**src/rtl/vscale_src_mux_pipe.sv**
```systemverilog
`default_nettype none
// ============================================================================
//  Module   : vscale_src_mux_pipe
//  Purpose  : Registered ALU operand-source selector for the DX->EX boundary.
//             Selects one of N_SRC packed operand sources. Slot 0 (RS data)
//             can be replaced by writeback data when the writeback stage is
//             writing the same non-zero register. The result is captured into
//             an EX pipeline register that supports stall (hold) and kill
//             (bubble), and forwarded captures are counted in a saturating
//             counter.
//
//  Ports    :
//    clk           in   1                  rising-edge clock
//    reset         in   1                  asynchronous reset, active low
//    src_sel       in   SEL_W              operand source select
//    src_data      in   N_SRC*XPR_LEN      packed sources, slot i at [i*XPR_LEN +: XPR_LEN]
//    rs_addr       in   REG_ADDR_W         register address of the slot-0 operand
//    wb_wen        in   1                  writeback register-file write enable
//    wb_waddr      in   REG_ADDR_W         writeback destination address
//    wb_data       in   XPR_LEN            writeback data
//    in_valid      in   1                  DX-stage instruction valid
//    stall         in   1                  hold the EX operand register
//    kill          in   1                  squash the EX operand register
//    cnt_clr       in   1                  synchronous clear of bypass_cnt
//    alu_src       out  XPR_LEN            registered ALU operand
//    out_valid     out  1                  alu_src is valid
//    out_bypassed  out  1                  alu_src came from the forwarding path
//    bypass_cnt    out  CNT_W              saturating count of forwarded captures
//
//  Revision : 1.0  initial release
// ============================================================================
module vscale_src_mux_pipe #(
    parameter int XPR_LEN    = 32,
    parameter int N_SRC      = 4,
    parameter int SEL_W      = 2,
    parameter int REG_ADDR_W = 5,
    parameter int CNT_W      = 16
) (
    input  logic                       clk,
    input  logic                       reset,
    input  logic [SEL_W-1:0]           src_sel,
    input  logic [N_SRC*XPR_LEN-1:0]   src_data,
    input  logic [REG_ADDR_W-1:0]      rs_addr,
    input  logic                       wb_wen,
    input  logic [REG_ADDR_W-1:0]      wb_waddr,
    input  logic [XPR_LEN-1:0]         wb_data,
    input  logic                       in_valid,
    input  logic                       stall,
    input  logic                       kill,
    input  logic                       cnt_clr,
    output logic [XPR_LEN-1:0]         alu_src,
    output logic                       out_valid,
    output logic                       out_bypassed,
    output logic [CNT_W-1:0]           bypass_cnt
);

    localparam logic [CNT_W-1:0] c_cnt_max = {CNT_W{1'b1}};

    // ------------------------------------------------------------------------
    // Source unpacking
    // ------------------------------------------------------------------------
    logic [XPR_LEN-1:0] w_slot [N_SRC];

    generate
        for (genvar gi = 0; gi < N_SRC; gi++) begin : g_unpack
            assign w_slot[gi] = src_data[gi*XPR_LEN +: XPR_LEN];
        end
    endgenerate

    // ------------------------------------------------------------------------
    // Combinational select. Codes at or above N_SRC match no slot and leave
    // the default of zero in place.
    // ------------------------------------------------------------------------
    logic [XPR_LEN-1:0] w_sel_val;

    always_comb begin
        w_sel_val = '0;
        for (int i = 0; i < N_SRC; i++) begin
            if (src_sel == SEL_W'(i)) begin
                w_sel_val = w_slot[i];
            end
        end
    end

    // ------------------------------------------------------------------------
    // Writeback forwarding into slot 0 only. Register 0 is hard-wired zero in
    // the register file, so a write to it must never be forwarded.
    // ------------------------------------------------------------------------
    logic               w_fwd;
    logic [XPR_LEN-1:0] w_next_val;

    assign w_fwd      = (src_sel == '0) && wb_wen &&
                        (wb_waddr == rs_addr) && (rs_addr != '0);
    assign w_next_val = w_fwd ? wb_data : w_sel_val;

    // A load cycle is one where neither kill nor stall applies.
    logic w_load;
    logic w_inc;

    assign w_load = !kill && !stall;
    assign w_inc  = w_load && in_valid && w_fwd;

    // ------------------------------------------------------------------------
    // EX operand register: kill > stall > load
    // ------------------------------------------------------------------------
    logic [XPR_LEN-1:0] r_alu_src;
    logic               r_valid;
    logic               r_bypassed;

    always_ff @(posedge clk or negedge reset) begin
        if (!reset) begin
            r_alu_src  <= '0;
            r_valid    <= 1'b0;
            r_bypassed <= 1'b0;
        end else if (kill) begin
            r_alu_src  <= '0;
            r_valid    <= 1'b0;
            r_bypassed <= 1'b0;
        end else if (!stall) begin
            r_valid <= in_valid;
            if (in_valid) begin
                r_alu_src  <= w_next_val;
                r_bypassed <= w_fwd;
            end else begin
                r_alu_src  <= '0;
                r_bypassed <= 1'b0;
            end
        end
    end

    // ------------------------------------------------------------------------
    // Saturating bypass counter; clear has priority over increment and is
    // honoured regardless of stall/kill.
    // ------------------------------------------------------------------------
    logic [CNT_W-1:0] r_cnt;

    always_ff @(posedge clk or negedge reset) begin
        if (!reset) begin
            r_cnt <= '0;
        end else if (cnt_clr) begin
            r_cnt <= '0;
        end else if (w_inc && (r_cnt != c_cnt_max)) begin
            r_cnt <= r_cnt + 1'b1;
        end
    end

    assign alu_src      = r_alu_src;
    assign out_valid    = r_valid;
    assign out_bypassed = r_bypassed;
    assign bypass_cnt   = r_cnt;

endmodule
`default_nettype wire

```
**config.mk**
```make
export PLATFORM = sky130hd
export DESIGN_NAME = vscale_src_mux_pipe
export DESIGN_NICKNAME = d
export VERILOG_FILES = /design/src/rtl/vscale_src_mux_pipe.sv
export SDC_FILE = /design/constraint.sdc
export NUM_CORES = 1
export LEC_CHECK = 0
export BUFFER_PORTS_ARGS = -buffer_cell sky130_fd_sc_hd__buf_4
export CAP_MARGIN = 20
export CORE_AREA = 2 2 89 91
export DETAILED_ROUTE_END_ITERATION = 6
export DIE_AREA = 0 0 91 93
export PLACE_DENSITY = 0.88
export SETUP_SLACK_MARGIN = 0.5
export SLEW_MARGIN = 20
export SYNTH_ARGS = -nofsm -noshare
export SYNTH_HDL_FRONTEND = slang
export SYNTH_SLANG_ARGS = --single-unit
export TNS_END_PERCENT = 20
```
**constraint.sdc**
```tcl
create_clock -name clk -period 5.15 [get_ports clk]
set_input_delay 0.7725 -clock clk [delete_from_list [all_inputs] [get_ports clk]]
set_output_delay 0.7725 -clock clk [all_outputs]
set_load 0.01 [all_outputs]
```
==> results summary <==
The insertion delay to the later sink of the worst-skew pair is about 0.3 ns. The share of post-route cells with drive strength above 1 came out at 0.545. The total CTS buffers came out at 5.

Setup repair after global routing left no endpoint under its margin. Once the clock tree was built, the resizer swapped 0 gates to a different size. The max-slew headroom at the worst pin is 0.564. The final setup TNS came out at 0 ns. The initial antenna violation count came out at 0. After clock tree synthesis, the flow added hold-fix buffers numbering 0. The number of setup buffers added after CTS is 0. TritonCTS built the clock tree. The clock period minus worst slack is 2.73 ns. The pin count of the biggest net entering global routing came out at 51. The number of rows in the core area is 32. At the end of the flow, the number of nets in the layout was 693. Yosys attributes the largest share of cell area to dfrtp_1 (38%), mux4_2 (22%), mux2i_1 (9.9%). For met1 alone, demand over resource in global routing was 0.294. The wire length of the first global-routing pass came out at between 15000 and 20000 um. The number of DRC violations after detailed routing came out at 0. The clock net in this run drives a total of 50 sinks. For this design the top-level I/O count stands at approximately 230. Of all nets on the critical path, the largest fanout is 33. The number of unique standard cell types used by synthesis is between 40 and 50.

The final max-slew violation count is 0. The leading register cell type out of synthesis is dfrtp_1. The worst setup path is of the in -> reg kind. Global routing finished with a remaining overflow of 0. The tree is rooted in a clkbuf_8. In this run the cell area of the synthesized design comes to roughly 0.0033 mm2.

The part of the Yosys area used for sequential elements is 0.377. The maximum buffer depth of the clock tree is 2. Setup violations remaining at the end of the flow were counted as 0. The H-tree depth is 2. The global routing usage on met2 came out at 0.478.

Of the available clock period, the critical path in the final layout requires 0.530. 0 antenna diodes ended up in the layout. Yosys mapped a number of flops with a built-in enable equal to 0. In this run the mean area of a mapped cell was 11.1 um2. The floorplan step set the die width to 91 um. The total number of yosys warnings came out at 0.

The net count of the mapped netlist came out at 479. The count of maximum capacitance violations came out at 0. The standby leakage power is 2.63 nW. The critical path arrival came out at 2.90 ns. The height of the chip is 93 um. The utilization after layout is 0.688.

In the final routed layout, each cell accounts on average for between 15 and 20 um. Synthesis handed over a netlist of about 300 instances. The global routing met3 resource utilization is 0.0532. The share of async-settable or async-resettable flops after synthesis came out at 1.00. The placed wire-length estimate came out at roughly 9000 um.

The core area is 0.00753 mm2. The effective utilization at floorplan came out at 0.441. The final worst clock skew came out at 0.00207 ns. The final layout contains routed wiring with a total length of 11200 um. The library cell occupying the most area in the post-synthesis netlist is dfrtp_1. The highest clock frequency the design can meet is 0.367 GHz. The sort of element at the start of the critical path is an input port. By count the netlist is led by dfrtp_1 (50), o21ai_0 (41), nand2_1 (39). The via count of the first global-routing pass came to 3622. The number of DRC markers in iteration 0 came out at 97. The number of buffers added on ports is 228. The total iterations of the first detailed-routing run is 4. The routability-driven placement congestion ratio is 0.853. The global-route usage over all layers came out at 0.260. The filler cells instantiated in the layout total 593. The worst supply voltage drop on vdd is 0.102 mV. The count of nets left with antenna violations once routing finished came out at 0.

The worst setup path is captured at a register. The worst hold path belongs to the class in -> async. The peak-usage layer in the global routing report is met2. The area of the die came out at ~0.0085 mm2.

Clock-pin slew was measured on the worst setup and hold paths at 0.10 ns. The area growth from synthesis to layout is 56.1%. The post-synthesis register bit count came out at 50. The cell with the most instances after synthesis is dfrtp_1. The required time at the endpoint of the critical path is 5.32 ns. The post-detailed-route via-to-cell ratio is 5.54. The ratio of total power to cell area is 180 mW/mm2.

The number of hold violations in the final report came out at 0. The run finished with clean final reports. Summing over every cut layer, the via total after detailed routing is 3413. The pin slew with the least headroom to its limit is roughly 0.65 ns. Of the post-synthesis cell area, the dominant cell type holds 0.377.
[final cells by class]
| class | instances | area [um2] | area share |
|---|---|---|---|
| clock inverters | 3 | 45.0 | 0.00869 |
| multi-input cells | 223 | 1950 | 0.377 |
| flip-flops and latches | 50 | 1250 | 0.241 |
| well taps | 102 | 128 | 0.0246 |
| repair buffers | 230 | 1730 | 0.333 |
| clock buffers | 5 | 68.8 | 0.0133 |
| inverters | 3 | 11.3 | 0.00217 |
[state kept, by name, indices dropped and copies added (netlist names)]
signal        count
alu_src          32
bypass_cnt       16
out_bypassed      1
out_valid         1
[cell usage in the layout (no fill, tap or decap), drive strengths merged, types with 5 or more instances in the layout]
cell type  instances
clkbuf             5
mux2i             33
nand2             39
mux4              32
nor2               7
or3                7
dfrtp             50
nand3              9
buf              230
o21ai             42
a21oi             10
[worst max-delay path, stage by stage]
cell and delay, ns:
buf_4 0.49, nor2_1 0.07, and4_2 0.29, nand3_2 0.48, buf_4 0.43, mux2i_1 0.24
o21ai_0 0.09
[cell families (layout without fill, tap and decap cells)]
kind of cell	after synthesis	count (layout)	share of synthesized area
XOR/XNOR	5	5	0.0132
adder cells (fa/ha/maj)	1	1	0.00377
buffers and inverters	26	241	0.0377
flip-flops	50	50	0.377
multiplexers	67	67	0.323
AND/OR/NAND/NOR	90	90	0.141
AO/OA/AOI/OAI	60	60	0.104
[routing by layer]
metal | wire (um) | up-vias
met3 | 637 | 27
met4 | 335 | 0
li1 | - | 1556
met5 | 0 | -
met2 | 6250 | 150
met1 | 3950 | 1680
[final timing paths]
| check | startpoint | to | slack, ns | cells past startpoint |
|---|---|---|---|---|
| hold reg to reg | out_valid | out_valid | 0.49 | 2 |
| hold / removal | reset | bypass_cnt[9] | 0.48 | 1 |
| min in group clk | out_valid | out_valid | 0.49 | 2 |
| setup reg to reg | bypass_cnt[1] | bypass_cnt[12] | 3.17 | 6 |
| setup / recovery | src_sel[0] | alu_src[13] | 2.42 | 7 |
| max in group asynchronous | reset | alu_src[27] | 4.23 | 1 |
[power breakdown]
part	internal, mW	switching [mW]
Combinational	0.155	0.0881
Sequential	0.404	0.00740
Clock	0.145	0.135
Total	0.704	0.231
[through the flow]
step / worst slack, ns / cell area [um2] / hold slack (ns) / std cells / power (mW)
after detailed placement: 2.06 / 5070 / 0.474 / 608 / 0.665
after CTS: 2.39 / 5180 / 0.497 / 616 / 0.946
after floorplan: 2.95 / 3320 / 0.477 / 299 / 0.515
after global placement: 2.14 / 5070 / 0.461 / 608 / 0.656
after global routing: 2.21 / 5180 / 0.517 / 616 / 0.981
final: 2.42 / 5180 / 0.480 / 616 / 0.935
No activity file was read; power rests on OpenSTA's default activity.
